`src/rtl/lcd_content_ctrl.sv`:
```
// Owns the four LCD digit registers: arbitrates two requesters, converts hex to segments
// one nibble per clock into a shadow buffer, then commits atomically. Optional blink: LCD_CONTENT_CTRL_BLINK_EN.
module lcd_content_ctrl #(
    parameter int CLOCK_HZ = 1_000_000,
    parameter int BLINK_MS = 500
) (
    input  logic        Clock,
    input  logic        Reset,
    input  logic        Req0_i,
    input  logic [15:0] Value0_i,
    input  logic [3:0]  Dp0_i,
    input  logic        Lzb0_i,
    output logic        Ack0_o,
    input  logic        Req1_i,
    input  logic [15:0] Value1_i,
    input  logic [3:0]  Dp1_i,
    input  logic        Lzb1_i,
    output logic        Ack1_o,
    input  logic        Blink_i,
    output logic [7:0]  Digit3_o,
    output logic [7:0]  Digit2_o,
    output logic [7:0]  Digit1_o,
    output logic [7:0]  Digit0_o,
    output logic        Busy_o,
    output logic        Updated_o,
    output logic [1:0]  State_o
);

    typedef enum logic [1:0] {IDLE = 2'd0, CONVERT = 2'd1, COMMIT = 2'd2} state_t;

    state_t      state;
    logic [15:0] value_q;
    logic [3:0]  dp_q;
    logic        lzb_q;
    logic [1:0]  idx;
    logic        zero_run;
    logic        last_grant;
    logic [7:0]  shadow [4];
    logic [7:0]  disp [4];

    logic        grant1;
    logic [3:0]  nib;
    logic        blank;
    logic [7:0]  seg;

    function automatic logic [6:0] font(input logic [3:0] n);
        case (n)
            4'h0: font = 7'h3F;  4'h1: font = 7'h06;  4'h2: font = 7'h5B;  4'h3: font = 7'h4F;
            4'h4: font = 7'h66;  4'h5: font = 7'h6D;  4'h6: font = 7'h7D;  4'h7: font = 7'h07;
            4'h8: font = 7'h7F;  4'h9: font = 7'h6F;  4'hA: font = 7'h77;  4'hB: font = 7'h7C;
            4'hC: font = 7'h39;  4'hD: font = 7'h5E;  4'hE: font = 7'h79;  default: font = 7'h71;
        endcase
    endfunction

    // Under contention the requester not granted last wins; a lone request wins outright.
    always_comb begin
        grant1 = Req1_i && (!Req0_i || !last_grant);
        nib    = value_q[{idx, 2'b00} +: 4];
        blank  = lzb_q && zero_run && (nib == 4'h0) && (idx != 2'd0);
        seg    = {dp_q[idx], blank ? 7'h00 : font(nib)};
    end

    always_ff @(posedge Clock) begin
        if (Reset) begin
            state      <= IDLE;
            value_q    <= '0;
            dp_q       <= '0;
            lzb_q      <= 1'b0;
            idx        <= 2'd3;
            zero_run   <= 1'b1;
            last_grant <= 1'b1;
            Ack0_o     <= 1'b0;
            Ack1_o     <= 1'b0;
            Busy_o     <= 1'b0;
            Updated_o  <= 1'b0;
            for (int i = 0; i < 4; i++) begin
                shadow[i] <= '0;
                disp[i]   <= '0;
            end
        end else begin
            Ack0_o    <= 1'b0;
            Ack1_o    <= 1'b0;
            Updated_o <= 1'b0;
            case (state)
                IDLE: begin
                    if (Req0_i || Req1_i) begin
                        Ack0_o     <= !grant1;
                        Ack1_o     <= grant1;
                        last_grant <= grant1;
                        value_q    <= grant1 ? Value1_i : Value0_i;
                        dp_q       <= grant1 ? Dp1_i : Dp0_i;
                        lzb_q      <= grant1 ? Lzb1_i : Lzb0_i;
                        idx        <= 2'd3;
                        zero_run   <= 1'b1;
                        Busy_o     <= 1'b1;
                        state      <= CONVERT;
                    end
                end
                CONVERT: begin
                    // zero_run tracks whether every digit converted so far was zero
                    shadow[idx] <= seg;
                    zero_run    <= zero_run && (nib == 4'h0);
                    idx         <= idx - 2'd1;
                    if (idx == 2'd0) state <= COMMIT;
                end
                COMMIT: begin
                    for (int i = 0; i < 4; i++) disp[i] <= shadow[i];
                    Updated_o <= 1'b1;
                    Busy_o    <= 1'b0;
                    state     <= IDLE;
                end
                default: state <= IDLE;
            endcase
        end
    end

    assign State_o = state;

`ifdef LCD_CONTENT_CTRL_BLINK_EN
    localparam longint HALF_RAW = longint'(CLOCK_HZ) * longint'(BLINK_MS) / 1000;
    localparam int     HALF     = (HALF_RAW < 1) ? 1 : int'(HALF_RAW);
    localparam int     CW       = (HALF < 2) ? 1 : $clog2(HALF);

    logic [CW-1:0] blink_cnt;
    logic          phase_on;
    logic [7:0]    out_q [4];

    // Output register sees the commit directly so blinking adds no commit latency.
    always_ff @(posedge Clock) begin
        if (Reset) begin
            blink_cnt <= '0;
            phase_on  <= 1'b1;
            for (int i = 0; i < 4; i++) out_q[i] <= '0;
        end else begin
            if (blink_cnt == CW'(HALF - 1)) begin
                blink_cnt <= '0;
                phase_on  <= !phase_on;
            end else begin
                blink_cnt <= blink_cnt + 1'b1;
            end
            for (int i = 0; i < 4; i++)
                out_q[i] <= (Blink_i && !phase_on) ? 8'h00 : ((state == COMMIT) ? shadow[i] : disp[i]);
        end
    end

    assign Digit3_o = out_q[3];
    assign Digit2_o = out_q[2];
    assign Digit1_o = out_q[1];
    assign Digit0_o = out_q[0];
`else
    logic unused_blink;
    assign unused_blink = Blink_i;
    localparam int unused_cfg = CLOCK_HZ + BLINK_MS;

    assign Digit3_o = disp[3];
    assign Digit2_o = disp[2];
    assign Digit1_o = disp[1];
    assign Digit0_o = disp[0];
`endif

endmodule

```
`config.mk`:
```
export PLATFORM = sky130hd
export DESIGN_NAME = lcd_content_ctrl
export DESIGN_NICKNAME = d
export VERILOG_FILES = /design/src/rtl/lcd_content_ctrl.sv
export SDC_FILE = /design/constraint.sdc
export NUM_CORES = 1
export LEC_CHECK = 0
export ABC_AREA = 1
export BUFFER_PORTS_ARGS = -buffer_cell sky130_fd_sc_hd__buf_2
export CAP_MARGIN = 25
export CORE_ASPECT_RATIO = 0.8
export CORE_UTILIZATION = 59
export CTS_CLUSTER_DIAMETER = 40
export DETAILED_ROUTE_END_ITERATION = 8
export MAX_ROUTING_LAYER = met4
export PLACE_DENSITY = 0.85
export SKIP_CTS_REPAIR_TIMING = 1
export SYNTH_ARGS = -nofsm -noshare
export SYNTH_HDL_FRONTEND = slang
export SYNTH_SLANG_ARGS = --single-unit
```
`constraint.sdc`:
```
create_clock -name Clock -period 3.23 [get_ports Clock]
set_clock_uncertainty 0.1 [all_clocks]
set_input_delay 0.646 -clock Clock [delete_from_list [all_inputs] [get_ports Clock]]
set_output_delay 0.646 -clock Clock [all_outputs]
set_load 0.03 [all_outputs]
```
==> Implementation_results.wiki <==
{| class="wikitable"
! Metric !! Value
|-
| Seq/Total Area, Yosys || between 50% and 60%
|-
| Half-perimeter wire length after placement || about 5.7 mm
|-
| DIE AREA || 0.00761 mm2
|-
| VDD IR max || around 0.27 mV
|-
| Placed Cells || roughly 600
|-
| Post-synthesis register bit count || 95
|-
| WL per Instance || roughly 13 um
|-
| Count of mapped cells out of synthesis || 447
|-
| Number of design-rule violations left by the first detailed-router iteration || about 170
|-
| Clock latency at the later pin of the worst-skew pair || about 360 ps
|-
| Number of cells on the worst reg-to-reg path || 9
|-
| Area growth from synthesis to final layout || 14.8%
|-
| Hold path cells || 2
|-
| Worst slew margin || between 30% and 40%
|-
| Site Rows || 27
|-
| Power share of the combinational group || a little under a fifth
|-
| Setup crit end kind || flip-flop
|-
| Hold_sp || Busy_o
|-
| Effective utilization at floorplan || a little over 60%
|-
| Die outline height || 78.3 um
|-
| Launching point of the worst reg2reg path || idx[1]
|-
| Data arrival time of the critical path || 2350 ps
|-
| Min-Delay Endpoint || Busy_o
|-
| Clock tree from TritonCTS || built
|-
| Wire length of the first global-routing pass || ~14 mm
|-
| Unrepaired setup endpoints after global routing || false
|-
| Final instance area || roughly 0.0049 mm2
|-
| Number of warnings printed during yosys synthesis || 0
|-
| Status || finished, final reports clean
|-
| Switching part of the total power || 31.4%
|-
| Final count of pins violating max slew || 0
|-
| Fin crit period || 2350 ps
|-
| Final count of negative-setup-slack endpoints || 0
|-
| Vias post-DR || about 3200
|-
| Area fraction of the dominant cell type after synthesis || 44.8%
|-
| Cell types occupying the most area after synthesis || edfxtp_1 (45%), dfxtp_1 (14%), nand2_1 (9.2%), nor2_1 (5.2%), inv_1 (4.1%)
|-
| Static leakage power || between 2 and 2.5 nW
|-
| Setup CP Type || flip-flop to flip-flop
|-
| Worst Hold Class || flip-flop to flip-flop
|-
| Max Freq || roughly 430 MHz
|-
| Fraction of power consumed by sequential logic || roughly 54%
|-
| TritonCTS Sinks || 95
|-
| Core Area || slightly below 0.007 mm2
|-
| Net count after synthesis || 502
|-
| Setup TNS Final || 0 ps
|-
| Routability cong. || 0.870
|-
| Nature of the critical path startpoint || flip-flop
|-
| Critical Path RT || between 3000 and 4000 ps
|-
| Ratio of routed vias to standard cells || 5.22
|-
| H-tree depth reported by CTS || 3
|-
| Total inserted antenna cells || 0
|-
| Portion of total power attributed to the clock network || ~27%
|-
| Total global routing track utilization || 23.8%
|-
| Final antenna-violating net count || 0
|-
| Detailed Routing Iterations Pass 1 || 4
|-
| Internal || about 1.8 mW
|-
| Largest net degree at the start of global routing || between 40 and 50
|-
| Clk Tree Root Cell || clkbuf_8
|-
| Maxcap violations || 0
|-
| Boundary pin count || 85
|-
| R2R setup slack || about 880 ps
|-
| # nets final || just under 600
|-
| Layout cells sized above 1 || roughly a quarter
|-
| Leftover overflow at the end of global routing || 0
|-
| Net switching power of the design || about 0.84 mW
|-
| Cell Area, Placed || around 0.0047 mm2
|-
| Via count of the first global-routing pass || about 3100
|-
| Largest fanout on the critical path || 12
|-
| Worst slew pin tran || about 910 ps
|-
| Number of CTS-inserted buffers || 9
|-
| Post-route clock period utilization || 72.7%
|-
| Final instance count without filler cells || 620
|-
| Number of I/O port buffers || a little over 80
|-
| Number of unique standard cell types used by synthesis || 28
|-
| Width of the die || 97.3 um
|-
| Hold Vio Cnt, Final || 0
|-
| Antenna violations before repair || 0
|-
| Clock-pin slew of the registers on the worst-case setup and hold paths || 100 ps
|-
| Post-Syn Area || 0.00429 mm2
|-
| Power per Cell Area || between 500 and 600 mW/mm2
|-
| Top cell type by total area after synthesis || edfxtp_1
|-
| Average footprint of a synthesized cell || around 9.6 um2
|-
| Worst r2r dst || shadow[0][3]
|-
| Routed wire length || 8.14 mm
|-
| Clk buf depth || 2
|-
| Drt drc || 0
|}
-- how the worst max path moves through the flow --
stage / start / end / slack (ps) / cells after the start
4_1_cts: idx[1] / shadow[0][3] / 900 / 9
5_1_grt: idx[1] / shadow[0][3] / 740 / 9
3_5_place_dp: idx[1] / shadow[0][3] / 920 / 9
6_report: idx[1] / shadow[0][3] / 880 / 9
3_3_place_gp: idx[1] / shadow[1][3] / 1010 / 9
2_1_floorplan: Reset / disp[0][0] / 1080 / 3
-- Yosys cell counts (all sizes together) --
cell / instances
a21oi: 1
o22ai: 1
nand2: 113
o21ai: 30
nand3: 26
a31oi: 21
clkbuf: 13
nor2: 63
ha: 8
buf: 6
inv: 52
nor3: 17
edfxtp: 64
dfxtp: 31
nand3b: 1
-- sequential cells by signal (all words and copies together) (netlist names), 2 cells and up --
signal	count
State_o	2
disp	32
dp_q	4
idx	2
shadow	32
value_q	16
-- per-layer routing --
| metal | global-route usage [%] | vias up | wire, um |
|---|---|---|---|
| met1 | 28.3 | 1500 | 3420 |
| met2 | 40.3 | 94 | 4190 |
| met5 | - | - | 0 |
| met3 | 5.52 | 15 | 381 |
| met4 | 8.38 | 0 | 150 |
| li1 | - | 1629 | - |
-- layout make-up --
type	instances	area, um2
tap	87	109
fill	507	2040
inverter	52	195
timing repair buffer	89	460
multi-input combinational	281	1440
clock buffer	10	128
clock inverter	6	52.6
sequential	95	2540
-- logic make-up after synthesis --
logic type / Yosys count / share of synthesized area, %
and+or+nand+nor: 220 / 24.3
DFF: 95 / 59.3
AOI/OAI and AO/OA: 53 / 6.83
adders and majority gates: 8 / 2.33
buffers and inverters: 71 / 7.27
-- power by group through the flow --
stage          clock network (mW)  logic (mW)  registers, mW
3_3_place_gp                    0       0.493           1.45
3_5_place_dp                    0       0.507           1.45
2_1_floorplan                   0       0.348           1.49
4_1_cts                     0.737       0.510           1.43
6_report                    0.726       0.513           1.43
5_1_grt                     0.781       0.575           1.44
-- worst max-delay path: stages, from the launching register on --
cell	delay [ps]
dfxtp_1	610
inv_2	200
nand3_1	130
nand2_1	160
inv_1	160
ha_1	180
nand3b_1	150
nand3_1	90
nand2_1	230
nor3_2	90
-- per-stage QoR --
stage / total power [mW] / hold slack (ps) / util, % / setup slack, ps
finish: 2.67 / 392 / 70.7 / 882
global route: 2.79 / 402 / 70.7 / 737
CTS: 2.68 / 389 / 70.7 / 903
detailed placement: 1.96 / 375 / 68.2 / 916
global placement: 1.94 / 360 / 68.2 / 1010
floorplan: 1.83 / 346 / - / 1080
-- layout by cell type (no fill, tap or decap), types with 9 or more instances in the layout --
master,n
a31oi_1,21
buf_2,83
clkbuf_8,9
dfxtp_1,31
edfxtp_1,64
inv_1,47
nand2_1,105
nand3_1,22
nor2_1,58
nor3_2,15
o21ai_0,29
(Power assumes the default switching activity.)
